### src/rtl/proc_pkg.sv
// Shared definitions for the 16-bit pipeline: data/address widths and the
// MEM-stage access controller state encoding.
package proc_pkg;

   localparam int DATA_W = 16;
   localparam int ADDR_W = 16;

   typedef enum logic [1:0] {
      IDLE = 2'd0,
      WAIT = 2'd1,
      DONE = 2'd2,
      ERR  = 2'd3
   } mem_state_t;

endpackage

### src/rtl/mem_timeout_ctr.sv
// Clearable saturating counter for the WAIT-state watchdog; o_tc is high
// during the LIMIT-th counted cycle (count == LIMIT-1).
module mem_timeout_ctr #(
   parameter int LIMIT = 64
) (
   input  logic clk,
   input  logic rst,
   input  logic i_clr,
   input  logic i_en,
   output logic o_tc
);

   localparam int CW = (LIMIT > 1) ? $clog2(LIMIT) : 1;
   localparam logic [CW-1:0] TC_VAL = CW'(LIMIT - 1);

   logic [CW-1:0] r_count;

   // Holds at the terminal value so o_tc stays asserted until cleared.
   always_ff @(posedge clk) begin
      if (rst) begin
         r_count <= '0;
      end else if (i_clr) begin
         r_count <= '0;
      end else if (i_en && (r_count != TC_VAL)) begin
         r_count <= r_count + 1'b1;
      end
   end

   assign o_tc = (r_count == TC_VAL);

endmodule

### src/rtl/mem_access_ctrl.sv
// MEM-stage controller for a variable-latency data memory; stalls the pipeline
// while an access is outstanding. MEM_TIMEOUT_EN enables the WAIT watchdog.
module mem_access_ctrl
   import proc_pkg::*;
#(
   parameter int TIMEOUT_CYCLES = 64
) (
   input  logic              clk,
   input  logic              rst,
   input  logic              MemRd,
   input  logic              MemWrt,
   input  logic [ADDR_W-1:0] addr,
   input  logic [DATA_W-1:0] wdata,
   input  logic              mem_done,
   input  logic [DATA_W-1:0] mem_rdata,
   output logic              mem_en,
   output logic              mem_wr,
   output logic [ADDR_W-1:0] mem_addr,
   output logic [DATA_W-1:0] mem_wdata,
   output logic              mem_stall,
   output logic [DATA_W-1:0] rdata,
   output logic              rdata_valid,
   output logic              err,
   output logic [1:0]        dbg_state
);

   // Memory handshake: mem_en is a single-cycle request strobe (no ready);
   // the memory answers later with a one-cycle mem_done, honoured only in WAIT.
   // Towards the pipeline, mem_stall=0 in DONE is the one cycle the
   // instruction is allowed to advance out of MEM.

   mem_state_t        r_state;
   mem_state_t        w_next;
   logic              r_is_rd;
   logic [ADDR_W-1:0] r_addr;
   logic [DATA_W-1:0] r_rdata;
   logic              r_err;

   logic w_access;
   logic w_illegal;
   logic w_capture;
   logic w_to_err;
   logic w_timeout;

   assign w_access  = MemRd | MemWrt;
   assign w_illegal = (MemRd & MemWrt) | (w_access & addr[0]);

`ifdef MEM_TIMEOUT_EN
   logic w_tc;

   mem_timeout_ctr #(
      .LIMIT (TIMEOUT_CYCLES)
   ) u_timeout_ctr (
      .clk   (clk),
      .rst   (rst),
      .i_clr (r_state != WAIT),
      .i_en  ((r_state == WAIT) && !mem_done),
      .o_tc  (w_tc)
   );

   // A response in the limit cycle takes priority over the timeout.
   assign w_timeout = (r_state == WAIT) & w_tc & ~mem_done;
`else
   logic w_unused_cfg;

   assign w_unused_cfg = (TIMEOUT_CYCLES > 0);
   assign w_timeout    = 1'b0;
`endif

   always_comb begin
      w_next      = r_state;
      mem_en      = 1'b0;
      mem_wr      = 1'b0;
      mem_addr    = r_addr;
      mem_wdata   = '0;
      mem_stall   = 1'b0;
      rdata_valid = 1'b0;
      w_capture   = 1'b0;
      w_to_err    = 1'b0;
      case (r_state)
         IDLE: begin
            if (w_access) begin
               mem_stall = 1'b1;
               if (w_illegal) begin
                  w_to_err = 1'b1;
                  w_next   = ERR;
               end else begin
                  mem_en    = 1'b1;
                  mem_wr    = MemWrt;
                  mem_addr  = addr;
                  mem_wdata = wdata;
                  w_next    = WAIT;
               end
            end
         end
         WAIT: begin
            mem_stall = 1'b1;
            if (mem_done) begin
               w_capture = r_is_rd;
               w_next    = DONE;
            end else if (w_timeout) begin
               w_to_err = 1'b1;
               w_next   = ERR;
            end
         end
         DONE: begin
            // Always back to IDLE so the held instruction is not re-issued.
            rdata_valid = r_is_rd;
            w_next      = IDLE;
         end
         ERR: begin
            mem_stall = 1'b1;
         end
         default: begin
            w_next = IDLE;
         end
      endcase
   end

   always_ff @(posedge clk) begin
      if (rst) begin
         r_state <= IDLE;
         r_is_rd <= 1'b0;
         r_addr  <= '0;
         r_rdata <= '0;
         r_err   <= 1'b0;
      end else begin
         r_state <= w_next;
         if (mem_en) begin
            r_is_rd <= ~MemWrt;
            r_addr  <= addr;
         end
         if (w_capture) begin
            r_rdata <= mem_rdata;
         end
         if (w_to_err) begin
            r_err <= 1'b1;
         end
      end
   end

   assign rdata     = r_rdata;
   assign err       = r_err;
   assign dbg_state = r_state;

endmodule

### config.mk
export PLATFORM = sky130hd
export DESIGN_NAME = mem_access_ctrl
export DESIGN_NICKNAME = d
export VERILOG_FILES = /design/src/rtl/proc_pkg.sv /design/src/rtl/mem_timeout_ctr.sv /design/src/rtl/mem_access_ctrl.sv
export SDC_FILE = /design/constraint.sdc
export NUM_CORES = 1
export LEC_CHECK = 0
export CAP_MARGIN = 5
export CORE_ASPECT_RATIO = 0.5
export CORE_MARGIN = 3
export CORE_UTILIZATION = 32
export DETAILED_ROUTE_END_ITERATION = 8
export GPL_TIMING_DRIVEN = 0
export PLACE_DENSITY = 0.75
export SYNTH_ARGS = -nofsm -noshare
export SYNTH_HDL_FRONTEND = slang
export SYNTH_SLANG_ARGS = --single-unit
### constraint.sdc
create_clock -name clk -period 1.7 [get_ports clk]
set_input_delay 0.34 -clock clk [delete_from_list [all_inputs] [get_ports clk]]
set_output_delay 0.34 -clock clk [all_outputs]
set_load 0.03 [all_outputs]
==> flow_metrics.tcl, run 1 <==
set metrics [dict create \
    placed_area_sq_um 2880 \
    syn-cell-area_sq_um 1650 \
    synth-xor-area-share_pct 1.97 \
    die_h_um 56.8 \
    fillers 268 \
    ys.warnings.count 0 \
    max-vdd-ir-drop_uv 658 \
    drcViolationCount 0 \
    powerDensity_nw_per_um2 1170 \
    min_period_ns 2.01 \
    wl_per_cell_um 19.1 \
    report.final.slew_viol_count 0 \
    violations "negative setup slack" \
    h-tree-depth 2 \
    clk-insertion-delay-late_ns 0.29 \
    cp-start-kind "flop" \
    dr.pass1.iters 4 \
    fin_hold_ws_ns 0.459 \
    cts_tree "yes" \
    synth_nets 270 \
    cp_max_fo 5 \
    hold_path.class "in2reg" \
    yosysSeqAreaShare_pct 43.6 \
    max-slew-margin-rel_pct 57.0 \
    path_class "reg2out" \
    rows 17 \
    synth_top_family_by_area "simple AND/OR/NAND/NOR gates" \
    synth_area_leader_cell "dfxtp_1" \
    setup_slack_ns -0.306 \
    synthSimpleGateAreaFrac_pct 26.7 \
    cts-root-buf "clkbuf_8" \
    viasPerCell 5.22 \
    final_layout_size_suffix_gt1_share_pct 44.0 \
    grt_max_degree 13 \
    io_buffers 106 \
    timing.final.crit_share_pct 118 \
    ant_nets 0 \
    overflow 0 \
    die_w_um 108 \
    nNetsFinal 410 \
    power.leakage_nw 1.56 \
    grt_usage_pct 20.7 \
    grt_pass1_wl_um 10000 \
    grt_pass1_vias 2095 \
    r2r_start "dbg_state[0]$_SDFFE_PP0P_" \
    path_clk_slew_ns 0.08 \
    muxShareOfSynthArea_pct 0.606 \
    synth-seq-cells 36 \
    cp.arrival_ns 1.67 \
    setup_viol 35 \
    cts_sinks 36 \
    dp_hpwl_um 4230 \
    power_mw 4.33 \
    fin_util_pct 79.4 \
    final_cell_mix "clkdlybuf4s50_1 (60), buf_6 (39), a21oi_1 (34), dfxtp_1 (34), nand2_1 (33)" \
    antenna_cells 0 \
    place_congestion 0.760 \
    num_io_pins 108 \
    initial_utilization_pct 35.3 \
    fmax_ghz 0.498 \
    synth_top_area_share_pct 43.6 \
    cts_made_buffers 5 \
    synth_cell_types 27 \
    synth-adder-area-share_pct 5.15 \
    wirelength_um 7980 \
    status "complete, but fails checks" \
    rsz0062_at_grt "yes" \
    worst_pin_slew_ns 0.645 \
    drv_cap 0 \
    yosys-top-cells-area "dfxtp_1 (44%), nand2_1 (11%), a21oi_1 (10%)" \
    cp_data_required_time_ns 1.36 \
    vias 2181 \
    antenna_found_initial 0 \
    synth_compound_area_share_pct 16.8 \
    post-place-ws_ns -1.10 \
    avgSynthCellArea_sq_um 7.83 \
    finClkSkew_ns 0.00504 \
    coreArea_sq_um 4680 \
    die_area_sq_um 6110 \
    final_common_cell "clkdlybuf4s50_1" \
    syn_to_final_growth_pct 125 \
    clock_path_buffers 2 \
    syn_inst 211 \
    cp-end-kind "output pin" \
    post-route-cell-area_sq_um 3720 \
    hold_start "rst" \
    critPathLaunch "dbg_state[0]$_SDFFE_PP0P_" \
    final_hold_viol_count 0 \
    drtIter0Drc 101 \
]
-- per-stage QoR --
step	instances	setup TNS, ns
2_1_floorplan	211	-0.282
3_3_place_gp	383	-38.65
3_5_place_dp	383	-39.51
5_1_grt	418	-10.75
4_1_cts	409	-7.41
6_report	418	-8.63
-- synthesized netlist by cell type, drive strengths merged --
library cell and instances:
nand2b 2, and2 1, nor3b 2, mux2i 1
nor2b 2, nand2 47, inv 3, and3 18
xnor2 1, a21oi 34, or3b 1, maj3 1
o21ai 16, clkbuf 10, ha 6, a31oi 2
nor2 3, xor2 1, dfxtp 36, nor3 1
nand3 16, a211oi 2, buf 5
-- cell type report --
cell class                 count  area, sq um  share of cell area [%]
buffer                        13          129                    3.47
clock buffer                   5         68.8                    1.85
clock inverter                 3         18.8                   0.505
inverter                       3         16.3                   0.438
multi-input combinational    158         1300                    35.0
sequential                    36          728                    19.6
tap                           66         82.6                    2.22
timing repair buffer         134         1370                    37.0
-- where the power goes --
| group | internal [mW] | total [mW] | switching, mW | leakage [nW] |
|---|---|---|---|---|
| clock network | 0.286 | 0.624 | 0.338 | 0.0479 |
| registers | 0.943 | 1.01 | 0.0676 | 0.293 |
| logic | 1.31 | 2.70 | 1.39 | 1.21 |
-- worst paths after layout --
check	cells past startpoint	to	slack, ns
worst min-delay path	2	rdata[1]$_SDFFE_PP0P_	0.46
worst min register to register	2	rdata[10]$_SDFFE_PP0P_	0.46
worst max-delay path	7	mem_addr[8]	-0.31
worst max register to register	7	dbg_state[0]$_SDFFE_PP0P_	0.05
-- sequential cells by signal (all words and copies together) (netlist names) --
register   count
dbg_state      2
r_is_rd        1
r_addr        16
err            1
rdata         16
-- repair_timing --
| item | CTS | global route |
|---|---|---|
| buffers inserted | 15 | 9 |
| endpoints found under the setup margin | 36 | 51 |
| gates cloned | 3 | 2 |
| gates resized for setup | 313 | 59 |
| hold buffers | 0 | 0 |
| pin swaps | 25 | 14 |
-- routing by layer --
layer / vias up / share of wire (%) / GRT usage [%]
li1: 1010 / - / -
met1: 1082 / 41 / 23.1
met2: 70 / 52 / 40.9
met3: 19 / 3.9 / 4.48
met4: 0 / 2.8 / 2.70
met5: - / 0 / 0
-- worst max-delay path: stages, from the launching register on --
cell and delay (ns):
dfxtp_4 0.36, inv_4 0.06, ha_4 0.15, buf_12 0.11, nand2b_4 0.09, o21ai_0 0.34
nand2_2 0.10, buf_6 0.15
-- cells by family (layout without fill, tap and decap cells) --
family,count (synthesis),count (layout)
DFF,36,36
muxes,1,1
xor gates and xnor gates,2,2
AOI/OAI and AO/OA,54,54
and+or+nand+nor,93,94
buffers and inverters,18,158
adders and majority gates,7,7
Note: power is estimated with default switching activity, not from simulation.
==> inputs of run 2 (changes only) <==
- CORE_ASPECT_RATIO: 0.5 -> unset
- SKIP_LAST_GASP: unset -> 1
==> run 2 against run 1 <==
Against the previous run: maximum frequency is 0.16% higher; first-iteration DRC count is 26% lower; clock-buffer cell count is 3 higher; non-clock buffer count is 3 lower; hold slack worse by 0.00092 ns; die area is 0.86% lower; the flow still finishes with violations (negative setup slack); largest power group unchanged; global-route usage is 1.2 points lower.
==> flow_metrics.tcl, run 2 (synthesis gave the netlist of run 1 again) <==
set metrics [dict create \
    max_stage_delay_ns 0.36 \
    place_congestion 0.807 \
    timing.final.crit_share_pct 118 \
    wl_per_cell_um 15.1 \
    grt_pass1_wl_um 9550 \
    cts-hold-fix-buffers 0 \
    final_hold_viol_count 0 \
    cp-start-kind "flop" \
    cpMostUsedCell "buf_6" \
    holdPathStages 2 \
    fmax_ghz 0.499 \
    initial_utilization_pct 34.1 \
    path_clk_slew_ns 0.07 \
    antenna_found_initial 0 \
    die_area_sq_um 6060 \
    ant_nets 0 \
    worst_pin_slew_ns 0.529 \
    reg2reg_slack_ns 0.09 \
    drv_cap 0 \
    final_cell_mix "clkdlybuf4s50_1 (65), buf_6 (41), dfxtp_1 (34)" \
    r2r_cells 9 \
    cts-root-buf "clkbuf_8" \
    fin_tns_setup_ns -8.06 \
    hold_path.class "reg2reg" \
    fillers 352 \
    path_cells "inv_4 > ha_4 > nor2b_4 > buf_6 > buf_8 > nand3_4 > nand2_2 > buf_6" \
    post-place-ws_ns -1.09 \
    cp_data_required_time_ns 1.36 \
    powerDensity_nw_per_um2 1110 \
    nNetsFinal 406 \
    rsz0062_at_grt "yes" \
    clk-insertion-delay-late_ns 0.28 \
    crit_family "buffers and inverters" \
    viasPerCell 4.86 \
    cp_num_buf_inv 4 \
    power.leakage_nw 1.43 \
    violations "negative setup slack" \
    report.final.slew_viol_count 0 \
    cp.arrival_ns 1.66 \
    crit_slowest_cell "dfxtp_4" \
    final_layout_size_suffix_gt1_share_pct 42.8 \
    coreArea_sq_um 4850 \
    path_class "reg2out" \
    drtIter0Drc 75 \
    drcViolationCount 0 \
    final_common_cell "clkdlybuf4s50_1" \
    cp_max_fo 5 \
    syn_to_final_growth_pct 118 \
    max-vdd-ir-drop_uv 882 \
    finClkSkew_ns 0.00584 \
    hold_start "rdata[15]$_SDFFE_PP0P_" \
    h-tree-depth 2 \
    antenna_cells 0 \
    wirelength_um 6290 \
    cts_sinks 36 \
    cts_tree "yes" \
    cp-end-kind "output pin" \
    die_w_um 77.8 \
    hold_end "rdata[15]$_SDFFE_PP0P_" \
    rows 25 \
    status "complete, but fails checks" \
    cts_made_buffers 5 \
    dp_hpwl_um 3860 \
    clock_path_buffers 2 \
    setup_viol 31 \
    overflow 0 \
    setup_slack_ns -0.303 \
    grt_usage_pct 19.4 \
    grt_pass1_vias 1960 \
    r2r_start "dbg_state[0]$_SDFFE_PP0P_" \
    r2r-end "r_addr[6]$_SDFFE_PP0P_" \
    num_io_pins 108 \
    io_buffers 106 \
    dr.pass1.iters 4 \
    min_period_ns 2.00 \
    grt_max_degree 11 \
    vias 2017 \
    die_h_um 77.8 \
    max-slew-margin-rel_pct 64.7 \
]
==> run 2: cell count changes in the layout (fill, tap and decap cells not counted), sizes merged <==
| cell | previous run | this run |
|---|---|---|
| clkbuf | 14 | 17 |
| dlymetal6s2s | 5 | 2 |
| buf | 69 | 67 |
| clkinv | 3 | 0 |
| clkdlybuf4s50 | 60 | 65 |
| clkdlybuf4s15 | 1 | 0 |
| dlygate4sd2 | 3 | 1 |
| nand2b | 3 | 2 |
==> run 2: per-stage QoR <==
| stage | hold slack, ns | instance area (sq um) | cells | util, % | total power, mW |
|---|---|---|---|---|---|
| after global placement | 0.441 | 2880 | 384 | 59.4 | 2.58 |
| after CTS | 0.459 | 3430 | 411 | 70.8 | 3.80 |
| after floorplan | 0.452 | 1730 | 211 | - | 1.97 |
| after global routing | 0.470 | 3610 | 415 | 74.4 | 4.20 |
| after detailed placement | 0.450 | 2880 | 384 | 59.4 | 2.60 |
| final | 0.458 | 3610 | 415 | 74.4 | 4.01 |
==> run 2: metal layers <==
metal  up-vias  global-route usage (%)  share of wire (%)
met3         4                    5.45                6.0
met5         -                       0                  0
met4         0                    3.91               0.70
met1       945                    22.8                 39
li1        999                       -                  -
met2        69                    35.1                 55
==> run 2: repair_timing <==
action                                  CTS  global route
endpoints found under the setup margin   36            48
hold endpoints to repair                  0             0
resized for setup                       315            45
setup buffers                            17             6
gates cloned                              2             0
pin swaps                                29             6
==> run 2: cell type report <==
type	instances	area, sq um	area share, %
timing repair buffer	130	1320	36.6
multi-input combinational	157	1260	34.9
sequential	36	728	20.2
buffer	14	111	3.09
clock buffer	8	90.1	2.50
tap	67	83.8	2.32
inverter	3	16.3	0.451
==> run 2: how the worst max path moves through the flow <==
stage,startpoint,endpoint,cells after the start
global placement,MemRd,mem_addr[5],6
global route,dbg_state[0]$_SDFFE_PP0P_,mem_addr[12],8
finish,dbg_state[0]$_SDFFE_PP0P_,mem_addr[6],8
floorplan,dbg_state[0]$_SDFFE_PP0P_,mem_addr[0],5
CTS,dbg_state[1]$_SDFFE_PP0P_,mem_addr[8],8
detailed placement,MemRd,mem_addr[10],6
==> run 2: where the power goes <==
part	total [mW]	leakage, nW	internal (mW)	switching (mW)
registers	0.999	0.293	0.943	0.0561
logic	2.39	1.09	1.14	1.25
clock network	0.618	0.0455	0.331	0.288
==> run 2: worst reg2reg max path, delay by kind of cell, from the launching register on <==
kind | cells | cell delay (ns)
buffers and inverters | 5 | 0.61
flip-flops | 1 | 0.36
AND/OR/NAND/NOR | 2 | 0.29
adder cells (fa/ha/maj) | 1 | 0.16
AO/OA/AOI/OAI | 1 | 0.11
